==> src/rtl/bolt_shot_ctrl.sv <==
// bolt_shot_ctrl: launch-side controller that arms, fires and ends a single player bolt
//   clk, reset          system clock, synchronous active-high reset
//   startOfFrame        one-clk pulse per frame (drives cooldown and flight timeout)
//   enable              game running; low aborts to IDLE
//   fireKey             synchronised fire button level
//   boltHit, boltY      collision flag and Y position from the bolt mover
//   shootCmd            1 = mover integrates, 0 = mover tracks the launch point
//   boltVisible         bolt sprite drawing enable
//   shotFired, shotHit  one-clk launch and collision pulses
//   shotCount           launched shots, modulo 256
module bolt_shot_ctrl #(
    parameter logic [10:0] TOP_LIMIT       = 11'd16,
    parameter logic [10:0] WRAP_LIMIT      = 11'd1024,
    parameter logic [7:0]  COOLDOWN_FRAMES = 8'd6,
    parameter logic [7:0]  MAX_FLIGHT      = 8'd60
) (
    input  logic        clk,
    input  logic        reset,
    input  logic        startOfFrame,
    input  logic        enable,
    input  logic        fireKey,
    input  logic        boltHit,
    input  logic [10:0] boltY,
    output logic        shootCmd,
    output logic        boltVisible,
    output logic        shotFired,
    output logic        shotHit,
    output logic [7:0]  shotCount
);
    typedef enum logic [1:0] {IDLE, FLY, COOL} state_t;
    state_t state, state_n;
    logic fire_key_d, first_fly, fire_edge, out_of_bounds, go_fire, go_hit;
    logic [7:0] flight_cnt, flight_cnt_n, cool_cnt, cool_cnt_n;
    assign fire_edge     = fireKey & ~fire_key_d;
    assign out_of_bounds = (boltY <= TOP_LIMIT) || (boltY >= WRAP_LIMIT);
    always_comb begin
        state_n      = state;
        go_fire      = 1'b0;
        go_hit       = 1'b0;
        flight_cnt_n = flight_cnt;
        cool_cnt_n   = cool_cnt;
        case (state)
            IDLE: begin
                if (enable && fire_edge) begin
                    state_n      = FLY;
                    go_fire      = 1'b1;
                    flight_cnt_n = 8'd0;
                end
            end
            FLY: begin
                if (startOfFrame && flight_cnt != MAX_FLIGHT)
                    flight_cnt_n = flight_cnt + 8'd1;
                // boltY still holds the launch point on the first FLY clk
                if (!enable)
                    state_n = IDLE;
                else if (!first_fly) begin
                    if (boltHit) begin
                        state_n = COOL;
                        go_hit  = 1'b1;
                    end else if (out_of_bounds || flight_cnt >= MAX_FLIGHT)
                        state_n = COOL;
                end
                if (state_n == COOL)
                    cool_cnt_n = COOLDOWN_FRAMES;
            end
            COOL: begin
                if (!enable || cool_cnt == 8'd0)
                    state_n = IDLE;
                else if (startOfFrame)
                    cool_cnt_n = cool_cnt - 8'd1;
            end
            default: state_n = IDLE;
        endcase
    end
    always_ff @(posedge clk) begin
        if (reset) begin
            state       <= IDLE;
            shootCmd    <= 1'b0;
            boltVisible <= 1'b0;
            shotFired   <= 1'b0;
            shotHit     <= 1'b0;
            shotCount   <= 8'd0;
            flight_cnt  <= 8'd0;
            cool_cnt    <= 8'd0;
            first_fly   <= 1'b0;
            fire_key_d  <= 1'b1;
        end else begin
            state       <= state_n;
            shootCmd    <= state_n == FLY;
            boltVisible <= state_n == FLY;
            shotFired   <= go_fire;
            shotHit     <= go_hit;
            shotCount   <= shotCount + {7'd0, go_fire};
            flight_cnt  <= flight_cnt_n;
            cool_cnt    <= cool_cnt_n;
            first_fly   <= go_fire;
            fire_key_d  <= fireKey;
        end
    end
endmodule

==> config.mk <==
export PLATFORM = sky130hd
export DESIGN_NAME = bolt_shot_ctrl
export DESIGN_NICKNAME = d
export VERILOG_FILES = /design/src/rtl/bolt_shot_ctrl.sv
export SDC_FILE = /design/constraint.sdc
export NUM_CORES = 1
export LEC_CHECK = 0
export ABC_CLOCK_PERIOD_IN_PS = 2100
export BUFFER_PORTS_ARGS = -buffer_cell sky130_fd_sc_hd__buf_2
export CAP_MARGIN = 10
export CORE_UTILIZATION = 53
export DETAILED_ROUTE_END_ITERATION = 10
export HOLD_SLACK_MARGIN = 0.06
export PLACE_DENSITY = 0.77
export SETUP_SLACK_MARGIN = 0.05
export SYNTH_ARGS = -nofsm -noshare
export SYNTH_HDL_FRONTEND = slang
export SYNTH_SLANG_ARGS = --single-unit
==> constraint.sdc <==
create_clock -name clk -period 2.1 [get_ports clk]
set_clock_uncertainty 0.15 [all_clocks]
set_input_delay 0 -clock clk [delete_from_list [all_inputs] [get_ports clk]]
set_output_delay 0 -clock clk [all_outputs]
set_load 0.1 [all_outputs]
==> flow_summary.toml, run 1 <==
[timing]
fin_crit_sh_pct = 94.3
setup_tns_ps = 0
rsz0062_at_grt = "true"
whs_ps = 69.1
worst_pin_slew_ps = 500
setup_viol_count_final = 0
hold_viol = 0
fmax_ghz = 0.505
drv_slew = 0
slew_headroom_pct = 66.9
period_needed_ps = 1980

[worst_hold_path]
hold_depth = 5
min_to = "cool_cnt[4]"
hp-start = "boltY[9]"
min_path_type = "primary input to register"

[critical_path]
critPathLaunchType = "primary input"
path_cells = "dlygate4sd3_1, buf_2, nor4_4, a21oi_2, or3_1, or4_1, nand2_1"
reg2reg_depth = 5
crit_path_top_delay_cell = "dlygate4sd3_1"
cp_top_family = "simple AND/OR/NAND/NOR gates"
crit_buf_inv = 2
crit_required_ps = 2220
cpPeakStageDelay_ps = 560
crit_type = "primary input to register"
r2r_start = "state[1]"
cp.arrival_ps = 2100
reg2reg_to = "cool_cnt[7]"
critPathMaxFanout = 5
cp-end-kind = "register"
ff2ff_setup_slack_ps = 130

[power_and_ir_drop]
peakVddDrop_mv = 0.556
total_power_mw = 1.11
leakagePower_nw = 0.785
power_density_nw_per_um2 = 608

[final_layout]
nets = 224
drive_above_1_share_pct = 27.7
fin_util_pct = 72.1
fillers = 213
final_cell_mix = "buf_2 (28), dfxtp_1 (27), nor2_1 (25)"
diodes = 0
instances_no_fill = 232
layout_commonest_cell = "buf_2"
area_growth_pct = 25.8

[synthesis]
yosysSeqAreaShare_pct = 41.2
yosysWarnings = 0
syn_nets = 184
syn_inst = 161
syn_area_um2 = 1460
synth-seq-cells = 30
ys_types = 42
avgSynthCellArea_um2 = 9.05

[grt]
grt_overflow = 0
grtUsageTotal_pct = 25.3
grt_pass1_vias = 1202
antenna_found_initial = 0
grt_max_degree = 22
grt_pass1_wl_um = 5210

[clocking]
clk_path_buf_depth = 2
cts_root_buf = "clkbuf_4"
cts_buffers = 5
worstSkewPairLatency_ps = 330
path_clk_slew_ps = 80
h-tree-depth = 2
clock_sinks = 30
cts_tree = "built"

[die]
die_y_um = 54.4
rows = 18
die_x_um = 54.4
io_pins = 29
dieArea_um2 = 2960
coreArea_um2 = 2540
start_util_pct = 57.3

[place]
dp_hpwl_um = 2290
gp_congestion = 0.780
numPortBuffers = 28
dp.cells = 217

[routing]
remaining_drc_errors = 0
postRouteAntennaNets = 0
avgRoutedWirePerCell_um = 14.3
drt_iter0_drc = 33
first_pass_iters = 4
num_vias = 1302
viasPerCell = 5.61
drt_wl_total_um = 3320

[flow_run]
drv_cap = 0

[outcome]
run_status = "complete, no violations"
==> sequential cells by signal, summed over array words and instances, names as in the netlist <==
| signal | count |
|---|---|
| flight_cnt | 8 |
| first_fly | 1 |
| state | 2 |
| fire_key_d | 1 |
| cool_cnt | 8 |
| shotCount | 8 |
| shotHit | 1 |
| boltVisible | 1 |
==> synthesized netlist by cell type (all sizes together) <==
cell | instances | area (µm²)
a31oi | 2 | 12.5
xnor2 | 3 | 26.3
nor2 | 25 | 93.8
nand2 | 6 | 22.5
dfxtp | 30 | 601
nor2b | 5 | 31.3
or2 | 2 | 12.5
o2111ai | 2 | 17.5
a311oi | 2 | 23.8
or3 | 5 | 32.5
clkbuf | 2 | 7.51
nand4 | 1 | 6.26
nor3b | 3 | 22.5
xor2 | 11 | 96.3
nand3 | 6 | 30.0
o21bai | 1 | 7.51
o41ai | 1 | 8.76
o31ai | 1 | 7.51
nand4b | 2 | 17.5
o211ai | 4 | 30.0
nand4bb | 1 | 11.3
a2bb2oi | 1 | 8.76
a21oi | 7 | 35.0
nor4 | 3 | 33.8
o21ai | 4 | 20.0
or3b | 1 | 8.76
nand2b | 2 | 12.5
or4 | 2 | 18.8
ha | 6 | 75.1
inv | 5 | 18.8
and3 | 4 | 25.0
nor4b | 1 | 23.8
buf | 4 | 20.0
and4 | 1 | 8.76
nor3 | 5 | 30.0
==> metal layers <==
metal | vias to the layer above | track usage (%) | part of all wire, %
met5 | - | 0 | 0
met4 | 0 | 13.2 | 2.0
met3 | 9 | 6.11 | 2.8
met2 | 19 | 45.7 | 52
met1 | 622 | 26.9 | 43
li1 | 652 | - | -
==> worst register-to-register path, cell delays in order (launching register included) <==
cell	delay, ps
dfxtp_1	370
nand4bb_4	280
nor4b_4	420
o31ai_2	170
or3b_1	370
a21oi_1	140
==> power breakdown <==
part	total [mW]	internal, mW	switching (mW)
clock network	0.446	0.252	0.194
logic	0.0918	0.0398	0.0520
registers	0.576	0.572	0.00405
==> cells by family (layout without fill, tap and decap cells) <==
family          after synthesis  count (layout)  share of synthesized area, %
fa+ha+maj                     6               6                          5.15
xor+xnor                     14              14                          8.41
flops                        30              30                          41.2
simple gates                 75              75                          30.3
buf+inv                      11              52                          3.18
compound gates               25              25                          11.8
==> how the worst max path moves through the flow <==
stage,from,to,slack [ps],cells after the start
finish,boltHit,cool_cnt[4],120,7
global route,state[1],cool_cnt[7],20,5
CTS,state[0],cool_cnt[7],90,5
detailed placement,cool_cnt[4],cool_cnt[7],70,6
global placement,flight_cnt[7],cool_cnt[4],160,5
floorplan,first_fly,cool_cnt[4],60,6
==> repair_timing <==
| action | 4_1_cts | 5_1_grt |
|---|---|---|
| hold buffers | 7 | 0 |
| buffers inserted | 0 | 1 |
| resized for setup | 1 | 7 |
| hold endpoints to repair | 18 | 0 |
| endpoints found under the setup margin | 2 | 7 |
| pin swaps | 0 | 5 |
==> stage by stage <==
step	cell area, µm²	setup slack, ps
floorplan	1480	62.1
global placement	1660	159
detailed placement	1660	68.1
CTS	1810	94.6
global route	1830	24.4
finish	1830	120
==> layout make-up <==
| cell class | instances | area, µm² | share of cell area, % |
|---|---|---|---|
| Multi-Input combinational cell | 120 | 858 | 46.8 |
| Sequential cell | 30 | 607 | 33.1 |
| Timing Repair Buffer | 39 | 238 | 13.0 |
| Clock buffer | 7 | 45.0 | 2.46 |
| Tap cell | 30 | 37.5 | 2.05 |
| Clock inverter | 1 | 30.0 | 1.64 |
| Inverter | 5 | 18.8 | 1.02 |
(Power assumes the default switching activity.)
==> run 2: changes to the inputs <==
ABC_CLOCK_PERIOD_IN_PS = 2110   (was 2100)
BUFFER_PORTS_ARGS = not set   (was -buffer_cell sky130_fd_sc_hd__buf_2)
CORE_UTILIZATION = 60   (was 53)
DONT_BUFFER_PORTS = 1   (was not set)
GPL_TIMING_DRIVEN = 0   (was not set)
PLACE_DENSITY = 0.76   (was 0.77)
clock period = 2.11 ns   (was 2.1 ns; I/O delays follow)
==> flow_summary.toml, run 2 (synthesis gave the netlist of run 1 again) <==
[clocking]
h-tree-depth = 2
cts_root_buf = "clkbuf_4"
clk_path_buf_depth = 2
clock_sinks = 30
path_clk_slew_ps = 100
cts_tree = "built"
worstSkewPairLatency_ps = 330
cts_buffers = 5
holdBufCountCts = 8

[critical_path]
reg2reg_depth = 6
crit_buf_inv = 1
reg2reg_to = "cool_cnt[4]"
path_cells = "nand4bb_4, nor4b_4, or3_1, buf_6, or4_4, nand2_1"
cp_top_family = "simple AND/OR/NAND/NOR gates"
crit_required_ps = 2240
ff2ff_setup_slack_ps = -10
cp-end-kind = "register"
cp.arrival_ps = 2250
crit_path_top_delay_cell = "dfxtp_4"
critPathMaxFanout = 5
cpPeakStageDelay_ps = 550
crit_type = "register to register"
r2r_start = "first_fly"
critPathLaunchType = "register"

[grt]
grt_pass1_wl_um = 4850
grtUsageTotal_pct = 25.4
use_met2_pct = 42.3
antenna_found_initial = 0
use_met3_pct = 9.23
grt_use_met1_pct = 29.1
grt_pass1_vias = 1151
grt_overflow = 0
grt_max_degree = 11
grt-busiest-layer = "met2"

[timing]
period_needed_ps = 2120
hold_viol = 1
drv_slew = 0
setup_tns_ps = -13.5
worst_pin_slew_ps = 1060
setup_slack_ps = -13.5
slew_headroom_pct = 29.1
setup_viol_count_final = 1
rsz0062_at_grt = "true"
fmax_ghz = 0.471
whs_ps = -14.9
fin_crit_sh_pct = 101

[final_layout]
final_cell_mix = "nor2_1 (25), dfxtp_1 (25), xor2_1 (11)"
instances_no_fill = 207
fillers = 168
final_area_um2 = 1720
drive_above_1_share_pct = 17.3
nets = 201
reg_top3 = "cool_cnt (8), flight_cnt (8), shotCount (8)"
area_growth_pct = 17.8
diodes = 0
fin_util_pct = 76.1

[routing]
postRouteAntennaNets = 0
viasPerCell = 5.90
drt_wl_total_um = 2940
drt_iter0_drc = 34
remaining_drc_errors = 0
avgRoutedWirePerCell_um = 14.2
first_pass_iters = 4
num_vias = 1221

[place]
numPortBuffers = 0
dp.cells = 189
post_dp_cell_area_um2 = 1510
dp_hpwl_um = 2010
place_ws_ps = -30.8
gp_congestion = 0.801

[die]
rows = 17
dieArea_um2 = 2630
die_y_um = 51.3
coreArea_um2 = 2250
start_util_pct = 64.7
die_x_um = 51.3
io_pins = 29

[worst_hold_path]
hp-start = "boltY[9]"
min_path_type = "primary input to register"
min_to = "cool_cnt[4]"
hold_depth = 4

[power_and_ir_drop]
power.share.clock_pct = 37.9
p_seq_share_pct = 55.9
intPower_mw = 0.804
power_frac_comb_pct = 6.2
power_density_nw_per_um2 = 610
leakagePower_nw = 0.658
peakVddDrop_mv = 0.624
switching_share_pct = 23.2
power.switching_mw = 0.243
total_power_mw = 1.05

[outcome]
violations = "hold timing, setup timing"
run_status = "finished, violations left"

[flow_run]
drv_cap = 0
==> run 2: repair_timing <==
| item | 4_1_cts | 5_1_grt |
|---|---|---|
| endpoints found under the setup margin | 8 | 14 |
| pin swaps | 1 | 3 |
| endpoints found under the hold margin | 24 | 1 |
| gates resized for setup | 4 | 12 |
| buffers inserted | 0 | 2 |
==> run 2: worst register-to-register path: stages (launching register included) <==
cell,delay (ps)
dfxtp_4,550
nand4bb_4,230
nor4b_4,80
or3_1,380
buf_6,130
or4_4,490
nand2_1,60
==> run 2: layer usage <==
layer  vias up  routed length [µm]
met5         -                   0
met4         0                  57
met3         7                 172
met2        37                1390
met1       572                1320
li1        605                   -
==> run 2: final cells by class <==
| class | count | area [µm²] | area share, % |
|---|---|---|---|
| multi-input combinational | 120 | 851 | 49.6 |
| sequential | 30 | 609 | 35.5 |
| timing repair buffer | 10 | 95.1 | 5.54 |
| clock buffer | 8 | 70.1 | 4.08 |
| buffer | 6 | 37.5 | 2.19 |
| tap | 28 | 35.0 | 2.04 |
| inverter | 5 | 18.8 | 1.09 |
==> run 2: power by group through the flow <==
stage | clock, mW | combinational [mW] | sequential [mW]
after floorplan | 0 | 0.0385 | 0.597
after global placement | 0 | 0.0453 | 0.598
after detailed placement | 0 | 0.0461 | 0.598
after CTS | 0.405 | 0.0601 | 0.585
after global routing | 0.432 | 0.0713 | 0.586
final | 0.397 | 0.0652 | 0.585
==> run 2: worst max path at each step <==
stage              start           to  slack, ps  cells after the start
3_5_place_dp   first_fly  cool_cnt[4]        -30                      6
2_1_floorplan  first_fly  cool_cnt[4]         60                      6
4_1_cts        first_fly  cool_cnt[4]        -20                      6
6_report       first_fly  cool_cnt[4]        -10                      6
5_1_grt        first_fly  cool_cnt[4]        -80                      6
3_3_place_gp   first_fly  cool_cnt[4]        -20                      6
==> run 3: changes to the inputs <==
CAP_MARGIN = 20   (was 10)
CORE_UTILIZATION = 61   (was 60)
PLACE_DENSITY = 0.77   (was 0.76)
==> flow_summary.toml, run 3 (synthesis gave the netlist of run 1 again) <==
[clocking]
worstSkewPairLatency_ps = 320
clk_path_buf_depth = 2
cts_root_buf = "clkbuf_4"
cts_buffers = 5
cts_tree = "built"
path_clk_slew_ps = 90
clock_sinks = 30
h-tree-depth = 2

[die]
io_pins = 29
rows = 17
die_x_um = 50.9
coreArea_um2 = 2230
start_util_pct = 65.3
dieArea_um2 = 2590
die_y_um = 50.9

[critical_path]
critPathLaunchType = "register"
cp_top_family = "simple AND/OR/NAND/NOR gates"
path_depth = 6
crit_required_ps = 2230
r2r_start = "first_fly"
crit_buf_inv = 1
cpPeakStageDelay_ps = 550
startpoint = "first_fly"
cp.arrival_ps = 2120
critPathMaxFanout = 5
reg2reg_depth = 6
crit_path_top_delay_cell = "dfxtp_4"
crit_type = "register to register"
path_cells = "nand4bb_4, nor4b_4, or3_1, buf_6, or4_1, nand2_1"
cp-end-kind = "register"

[routing]
remaining_drc_errors = 0
first_pass_iters = 4
drt_iter0_drc = 45
drt_wl_total_um = 2920
routed.top_layer = "met4"
postRouteAntennaNets = 0
num_vias = 1219
wl_met3_um = 152
wl_met2_um = 1440
viasPerCell = 5.89
wl_met1_um = 1290
avgRoutedWirePerCell_um = 14.1

[timing]
setup_slack_ps = 110
fmax_ghz = 0.500
drv_slew = 0
worst_pin_slew_ps = 1050
period_needed_ps = 2000
rsz0062_at_grt = "true"
setup_viol_count_final = 0
hold_viol = 0
fin_crit_sh_pct = 94.8
slew_headroom_pct = 30.2

[grt]
antenna_found_initial = 0
grt_max_degree = 11
grtUsageTotal_pct = 24.0
grt_pass1_vias = 1099
grt_pass1_wl_um = 4570
grt_overflow = 0

[worst_hold_path]
hold_depth = 5
hp-start = "boltY[8]"
min_path_type = "primary input to register"

[place]
post_dp_cell_area_um2 = 1510
place_ws_ps = -42.2
gp_congestion = 0.819
numPortBuffers = 0
dp_hpwl_um = 1990

[power_and_ir_drop]
intPower_mw = 0.729
leakagePower_nw = 0.662
power_density_nw_per_um2 = 559
p_seq_share_pct = 61.1
power_frac_comb_pct = 7.3
power.switching_mw = 0.230
peakVddDrop_mv = 0.563
switching_share_pct = 24.0
power.share.clock_pct = 31.6

[final_layout]
area_growth_pct = 17.7
final_cell_mix = "nor2_1 (25), dfxtp_1 (24), xor2_1 (11)"
nets = 202
multi_input_area_um2 = 861
final_area_um2 = 1720
reg_top3 = "cool_cnt (8), flight_cnt (8), shotCount (8)"
layout_commonest_cell = "nor2_1"
drive_above_1_share_pct = 16.8
fillers = 157
diodes = 0
regArea_um2 = 611

[flow_run]
drv_cap = 0

[outcome]
run_status = "complete, no violations"
-- run 3: cell count changes in the layout (fill, tap and decap cells not counted), sizes merged --
| cell | change |
|---|---|
| buf | -1 |
| clkbuf | -1 |
| dlygate4sd3 | +2 |
-- run 3: final timing paths --
check | endpoint | slack, ps
max | cool_cnt[4] | 110
min | cool_cnt[4] | 70
max reg2reg | cool_cnt[4] | 110
min reg2reg | cool_cnt[7] | 350
-- run 3: worst min-delay path, cell delays in order --
cell      delay (ps)
or4_4            110
nor4b_4           50
nor3_1           180
o211ai_1         110
nand2_1           60
-- run 3: what timing repair did --
item	CTS	global route
pin swaps	5	3
resized for setup	6	12
setup buffers	1	0
setup endpoints to repair	7	10
hold buffers	9	1
hold endpoints to repair	24	1
-- run 3: final cells by class --
| cell class | count | area share (%) |
|---|---|---|
| Multi-Input combinational cell | 120 | 50.2 |
| Buffer | 6 | 2.19 |
| Tap cell | 28 | 2.04 |
| Timing Repair Buffer | 11 | 6.27 |
| Sequential cell | 30 | 35.6 |
| Clock buffer | 7 | 2.63 |
| Inverter | 5 | 1.09 |
-- run 3: metal layers --
layer  GRT usage, %  up-vias
met4           11.1        0
met3           6.55        5
met1           28.2      569
met2           40.7       38
li1               -      607
met5              0        -
-- run 3: power by group through the flow --
| stage | combinational, mW | sequential [mW] | clock [mW] |
|---|---|---|---|
| after floorplan | 0.0385 | 0.597 | 0 |
| after global placement | 0.0452 | 0.598 | 0 |
| after detailed placement | 0.0462 | 0.598 | 0 |
| after CTS | 0.0653 | 0.585 | 0.314 |
| after global routing | 0.0763 | 0.586 | 0.345 |
| final | 0.0700 | 0.586 | 0.303 |
-- run 3: through the flow --
step	util, %	hold slack [ps]	power [mW]	cells	TNS [ps]
after global placement	67.7	-42.6	0.643	189	-51.2
after CTS	75.0	68.5	0.965	206	0
final	76.8	68.0	0.959	207	0
after detailed placement	67.7	-37.3	0.644	189	-142
after floorplan	-	-43.4	0.636	161	0
after global routing	76.8	105	1.01	207	0
